[config.mk]
export PLATFORM = sky130hd
export DESIGN_NAME = release_sink_unit
export DESIGN_NICKNAME = d
export VERILOG_FILES = /design/src/rtl/release_sink_unit.sv
export SDC_FILE = /design/constraint.sdc
export NUM_CORES = 1
export LEC_CHECK = 0
export CAP_MARGIN = 20
export CORE_ASPECT_RATIO = 2
export CORE_MARGIN = 2
export CORE_UTILIZATION = 50
export DETAILED_ROUTE_END_ITERATION = 10
export PLACE_DENSITY = 0.84
export SKIP_LAST_GASP = 1
export SYNTH_ARGS = -nofsm -noshare
export SYNTH_HDL_FRONTEND = slang
export SYNTH_SLANG_ARGS = --single-unit
export TNS_END_PERCENT = 5
[constraint.sdc]
create_clock -name clock -period 8.7 [get_ports clock]
set_clock_uncertainty 0.05 [all_clocks]
set_input_delay 0.87 -clock clock [delete_from_list [all_inputs] [get_ports clock]]
set_output_delay 0.87 -clock clock [all_outputs]
set_load 0.1 [all_outputs]
[src/rtl/release_sink_unit.sv]
// Channel C sink for L1 writebacks: absorbs ProbeAck/Release bursts,
// drains block data to the backing store, issues ReleaseAck / probe_done.
//
// Ports:
//   clock, reset      rising-edge clock, synchronous active-high reset
//   c_*               TileLink channel C beat input (valid/ready)
//   wr_*              backing-store row write (valid/ready)
//   d_*               channel D ReleaseAck output (valid/ready)
//   probe_done/param  one-cycle probe completion report
//   busy, busy_addr   block-in-flight indication for set-conflict blocking
//   proto_err         sticky protocol-error flag
module release_sink_unit #(
   parameter int DATA_W    = 64,
   parameter int BEATS     = 8,
   parameter int ADDR_W    = 32,
   parameter int SRC_W     = 3,
   parameter int BLOCK_OFF = 6
) (
   input  logic              clock,
   input  logic              reset,
   input  logic              c_valid,
   output logic              c_ready,
   input  logic [2:0]        c_opcode,
   input  logic [2:0]        c_param,
   input  logic [3:0]        c_size,
   input  logic [SRC_W-1:0]  c_source,
   input  logic [ADDR_W-1:0] c_address,
   input  logic [DATA_W-1:0] c_data,
   output logic              wr_valid,
   input  logic              wr_ready,
   output logic [ADDR_W-1:0] wr_addr,
   output logic [DATA_W-1:0] wr_data,
   output logic              d_valid,
   input  logic              d_ready,
   output logic [2:0]        d_opcode,
   output logic [SRC_W-1:0]  d_source,
   output logic [3:0]        d_size,
   output logic              probe_done,
   output logic [2:0]        probe_param,
   output logic              busy,
   output logic [ADDR_W-1:0] busy_addr,
   output logic              proto_err
);

   // One-bit counter minimum keeps BEATS==1 legal.
   localparam int CW = (BEATS > 1) ? $clog2(BEATS) : 1;
   localparam logic [CW-1:0] LAST = CW'(BEATS - 1);
   localparam logic [ADDR_W-1:0] ROW_B = ADDR_W'(DATA_W / 8);
   localparam logic [ADDR_W-1:0] OFF_MASK =
      ADDR_W'((64'd1 << BLOCK_OFF) - 64'd1);

   localparam logic [2:0] OP_PACK  = 3'd4;
   localparam logic [2:0] OP_PACKD = 3'd5;
   localparam logic [2:0] OP_REL   = 3'd6;
   localparam logic [2:0] OP_RELD  = 3'd7;

   typedef enum logic [2:0] {
      s_idle,
      s_fill,
      s_write,
      s_ack,
      s_probe
   } state_t;

   state_t            state;
   logic [CW-1:0]     cnt;
   logic [2:0]        op_q;
   logic [2:0]        param_q;
   logic [3:0]        size_q;
   logic [SRC_W-1:0]  src_q;
   logic [ADDR_W-1:0] addr_q;
   logic [DATA_W-1:0] blk_buf [2**CW];

   logic c_fire;
   logic wr_fire;
   logic d_fire;

   assign c_fire  = c_valid && c_ready;
   assign wr_fire = wr_valid && wr_ready;
   assign d_fire  = d_valid && d_ready;

   always_ff @(posedge clock) begin
      if (reset) begin
         state     <= s_idle;
         cnt       <= '0;
         op_q      <= '0;
         param_q   <= '0;
         size_q    <= '0;
         src_q     <= '0;
         addr_q    <= '0;
         proto_err <= 1'b0;
      end else begin
         unique case (state)
            s_idle: begin
               if (c_fire) begin
                  op_q    <= c_opcode;
                  param_q <= c_param;
                  size_q  <= c_size;
                  src_q   <= c_source;
                  addr_q  <= c_address & ~OFF_MASK;
                  unique case (1'b1)
                     (c_opcode == OP_PACKD) || (c_opcode == OP_RELD): begin
                        if (BEATS == 1) begin
                           cnt   <= '0;
                           state <= s_write;
                        end else begin
                           cnt   <= CW'(1);
                           state <= s_fill;
                        end
                     end
                     c_opcode == OP_PACK: state <= s_probe;
                     c_opcode == OP_REL:  state <= s_ack;
                     default:             proto_err <= 1'b1;
                  endcase
               end
            end
            s_fill: begin
               if (c_fire) begin
                  // A mismatched beat is still stored so the block stays whole.
                  if (c_opcode != op_q || c_source != src_q)
                     proto_err <= 1'b1;
                  if (cnt == LAST) begin
                     cnt   <= '0;
                     state <= s_write;
                  end else begin
                     cnt <= cnt + CW'(1);
                  end
               end
            end
            s_write: begin
               if (wr_fire) begin
                  if (cnt == LAST) begin
                     cnt   <= '0;
                     state <= (op_q == OP_RELD) ? s_ack : s_probe;
                  end else begin
                     cnt <= cnt + CW'(1);
                  end
               end
            end
            s_ack: begin
               if (d_fire)
                  state <= s_idle;
            end
            s_probe: state <= s_idle;
            default: state <= s_idle;
         endcase
      end
   end

   // Data buffer carries no reset; contents are only read after a fill.
   always_ff @(posedge clock) begin
      if (c_fire) begin
         if (state == s_idle)
            blk_buf[0] <= c_data;
         else
            blk_buf[cnt] <= c_data;
      end
   end

   assign c_ready     = (state == s_idle) || (state == s_fill);
   assign wr_valid    = (state == s_write);
   assign wr_addr     = addr_q + ({{(ADDR_W-CW){1'b0}}, cnt} * ROW_B);
   assign wr_data     = blk_buf[cnt];
   assign d_valid     = (state == s_ack);
   assign d_opcode    = d_valid ? OP_REL : 3'd0;
   assign d_source    = src_q;
   assign d_size      = size_q;
   assign probe_done  = (state == s_probe);
   assign probe_param = param_q;
   assign busy        = (state != s_idle);
   assign busy_addr   = addr_q;

endmodule

Word level (Yosys, flattened, before mapping)
Memory sizes are Yosys's and may differ from the RTL's. A register that Yosys moved wholly into a read port is not among the register bits. Cells that the tools add are included.

Input port bits: 114. Output and inout bits: 147. Memories: 1. Memory bits (writable): 512. Bits in registers: 46. Word-level logic and storage cells: 81.

Mux-type cells: 32. Reductions and logical operators: 16. Eq/ne operators: 22. Add/subtract/negate cells: 2.

Memory list: blk_buf (depth 8, width 64, read ports 1, clocked after Yosys merged registers in 1, wr ports 1, RTL line 72) `logic [DATA_W-1:0] blk_buf [2**CW];`.

Operator list (number): 64-bit 2-to-1 mux (1); 64-bit OR reduction (1); 3-bit 2-to-1 mux (16); 32-bit by 6-bit adder with 32-bit output (1); 3-bit equality test (second input constant) (7); 3-bit one-hot mux with 3 select lines (2); 2-bit != test (second input constant) (6); 3-bit one-hot mux with 4 select lines (1); 1-bit 2-to-1 mux (11); 5-bit AND reduction (2); 7-bit AND reduction (1); 3-bit by 2-bit equality test with 1-bit output (second input constant) (2); 2-bit by 1-bit != test with 1-bit output (second input constant) (3); 3-bit != test (2); 3-bit nonzero test (2); 4-bit != test (second input constant) (1); 3-bit by 1-bit adder with 3-bit output (second input constant) (1); 3-bit by 1-bit equality test with 1-bit output (second input constant) (1); 1-bit logical AND (3); 3-bit zero test (1); 1-bit logical OR (3); 3-bit OR reduction (1); 1-bit one-hot mux with 2 select lines (1); 2-bit AND reduction (1); 2-bit nonzero test (1).

Depth between registers and ports, before layout
Word-level depth: 7. Mapped depth: 7. Gate-level depth less buffers: 6.

Worst setup path before layout
Ideal clock, no wire load.

Kind: register to register. Start point: register cnt[2]. End point: memory blk_buf[4][0], enable pin. Clock period less this slack: 6307 ps. Buffers on the path: 0. Path slack: 2393 ps. Arrival: 5692 ps. Library setup time: 565 ps. Cell stages (with the launch flop): 3. Required time: 8085 ps. Cell sequence: dfxtp_1 -> inv_1 -> nor3_1.

Word-level cells in the longest chain between the ends: 1.

RTL lines: start: declaration (RTL line 66) `logic [CW-1:0] cnt;`; start signal: assignment (RTL line 126) `cnt <= cnt + CW'(1);`; start signal: assignment (RTL line 136) `cnt <= cnt + CW'(1);`; 3-bit 2-to-1 mux (no source line); end: declaration (RTL line 72).

No other way between the ends.

==> results.tsv <==
metric	value	unit
Area contributors post-synth	edfxtp_1, mux4_2, dfxtp_1	
outcome	complete, no violations	
global-route wire length before repair	67000	µm
Yosys cell types	39	
Least-Margin Pin Slew	1090	ps
CP Buf/Inv Count	3	
Worst EP required	7780	ps
smallest hold slack	403	ps
# port buffers	244	
final hold vios	0	
CTS tree	built	
largest family of logic cells by synthesized area	multiplexers	
io pins	261	
MaxCap Viol Count	0	
xor and xnor area share after synthesis	0.00244	
initial DRC count	621	
post_cts resized	0	
initial core utilization	0.506	
Die Wd	151	µm
Hold Crit Endpoint	d_size[3]	
Critical R2R Launch	state[0]	
Hold Crit Class	register to register	
Global Route Usage Sum	0.199	
core box area	42600	µm²
Hold Path Stages	2	
dpl cell area	24300	µm²
Cell Area, Synth	21500	µm²
Total Routed Length	43900	µm
endpoints failing setup	0	
EDFF count, synth	512	
Max FO, Critical Path	41	
CP endpoint kind	primary output	
Cell Chain, Critical Path	buf_4, buf_12, mux4_2, mux2_2, clkdlybuf4s50_1	
Final WS setup	3570	ps
Critical Path Max Stage Delay	1010	ps
simple-gate portion of the synthesized area	0.0252	
post-route cell area	25800	µm²
routability cong.	0.844	
Power Density	238	nW/µm²
CTS root buf	clkbuf_16	
leading area contributor after synthesis	edfxtp_1	
Synth Area per Inst	20.7	µm²
Fillers	2974	
CP Class	register to primary output	
top cells by count, synth	edfxtp_1, mux4_2, nand2_1	
Max Freq	0.195	GHz
Cells after Synth	1040	
Pleak	8.07	nW
hold-fix buffers at CTS	0	
fin nets	1386	
yosys warns	0	
DR vias	10561	
r2r setup slk	5460	ps
H-tree depth	2	
Slew HR	0.271	
startpoint types	register	
most common cell in the netlist	edfxtp_1	
share of post-route cells with drive strength above 1	0.225	
final critical-path share of the clock period	0.590	
Via density	5.69	
initial antenna violation count	7	
DRC viols	0	
Avg WL per Cell	23.7	µm
maximum vdd drop	197	µV
Die Footprint	44900	µm²
RSZ-0062 raised after global routing	false	
vias in the first global route	11511	
ys flop type	edfxtp_1	
crit path max-delay cell type	clkdlybuf4s50_1	
sequential element share of the synthesized area	0.759	
max-slew violations	0	
Worst Path Arrival	4210	ps
Clock Latency Late Sink	560	ps
clk sinks	561	
Routed Antenna Nets	0	
Area Overhead vs Synth	19.9	%
clock buffer depth	3	
DRT Pass-1 Iters	5	
Synth Area in Compound Gates	0.0149	
Adder-Cell Fraction of Synth Area	0.00116	
reg2reg path depth	4	
post-DP HPWL	24800	µm
Cell Rows	107	
reg2reg end	blk_buf[5][25]	
Post-synth ARST share	0	
post-synthesis mux area share	0.168	
Worst-path clk slew	70	ps
Post-CTS Setup Inserts	0	
Yosys top cell area share	0.714	
largest net degree at the start of global routing	73	
crit-path leading delay family	buffers and inverters	
GRT overflow	0	
Setup WS pre-CTS	3860	ps
Hold Path Origin	d_size[3]	
final worst path period need	5130	ps
Yosys reg bits	561	
setup_tns	0	ps
floorplan die height	298	µm
CTS buffer count	45	
-- cell families after synthesis --
| logic type | count (synthesis) |
|---|---|
| AND/OR/NAND/NOR | 124 |
| other | 1 |
| buffers and inverters | 96 |
| AO/OA/AOI/OAI | 56 |
| adder cells (fa/ha/maj) | 2 |
| multiplexers | 194 |
| XOR/XNOR | 6 |
| flip-flops | 561 |
-- tightest hold or removal path: cells and delay by family (launching register included) --
| family | cells | cell delay [ps] |
|---|---|---|
| flops | 1 | 310 |
| simple gates | 1 | 50 |
| compound gates | 1 | 50 |
-- per-layer routing --
metal,part of all wire,global-route usage
met5,0.00057,0
met4,0.033,0.0750
met3,0.061,0.0387
met2,0.55,0.366
met1,0.35,0.226
-- area by class of cell --
| class | count | area [µm²] | share of cell area |
|---|---|---|---|
| Multi-Input combinational cell | 392 | 4650 | 0.180 |
| Clock inverter | 22 | 233 | 0.00901 |
| Inverter | 5 | 18.8 | 0.000727 |
| Antenna cell | 5 | 12.5 | 0.000485 |
| Tap cell | 545 | 682 | 0.0264 |
| Sequential cell | 561 | 16400 | 0.634 |
| Clock buffer | 61 | 1250 | 0.0484 |
| Timing Repair Buffer | 265 | 2610 | 0.101 |
-- state kept, by name (all words and copies together) (netlist names), named ones only --
register	flops
blk_buf	512
busy_addr	26
cnt	3
d_size	4
d_source	3
op_q	3
probe_param	3
proto_err	1
state	3
-- how the worst max path moves through the flow --
| stage | from | to | slack (ps) | cells past startpoint |
|---|---|---|---|---|
| final | register | wr_data[13] | 3570 | 5 |
| after global routing | register | wr_data[13] | 3280 | 5 |
| after CTS | register | wr_data[13] | 3220 | 4 |
| after detailed placement | register | wr_data[3] | 3860 | 4 |
| after global placement | register | wr_data[13] | 3870 | 4 |
| after floorplan | cnt[2] | blk_buf[4][0] | 2390 | 2 |
-- cell usage in the layout, fill, tap and decap left out, types with 2 or more instances in the layout --
cell and instances:
inv_6 4, o32ai_1 4, clkinvlp_4 3, nor2_4 2
o21ai_0 3, dfxtp_1 46, edfxtp_1 512, dfxtp_4 3
bufinv_16 4, clkbuf_8 2, clkbuf_16 47, clkinv_1 3
mux2_2 65, clkinv_2 7, xor2_1 2, nand3_1 4
xnor2_1 4, clkbuf_1 12, nor2_1 7, a21oi_1 40
nor3b_1 4, ha_1 2, diode_2 5, mux4_2 128
nand2_1 83, inv_1 5, clkdlybuf4s50_1 244, nand2b_1 5
a31oi_1 2, nor3_2 6, conb_1 10, buf_4 20
nor3_1 6
-- metrics by stage --
| stage | cells | total power [mW] | utilization |
|---|---|---|---|
| global placement | 1767 | 4.15 | 0.571 |
| CTS | 1850 | 6.21 | 0.606 |
| global route | 1856 | 6.33 | 0.607 |
| floorplan | 1049 | 3.92 | - |
| detailed placement | 1767 | 4.17 | 0.571 |
| finish | 1856 | 6.15 | 0.607 |
-- power by group --
part	total [mW]	switching, mW	leakage (nW)	internal, mW
sequential	3.03	0.0434	5.05	2.99
clock	2.05	0.908	0.719	1.14
combinational	1.07	0.749	2.30	0.323
Note: power is estimated with default switching activity, not from simulation.
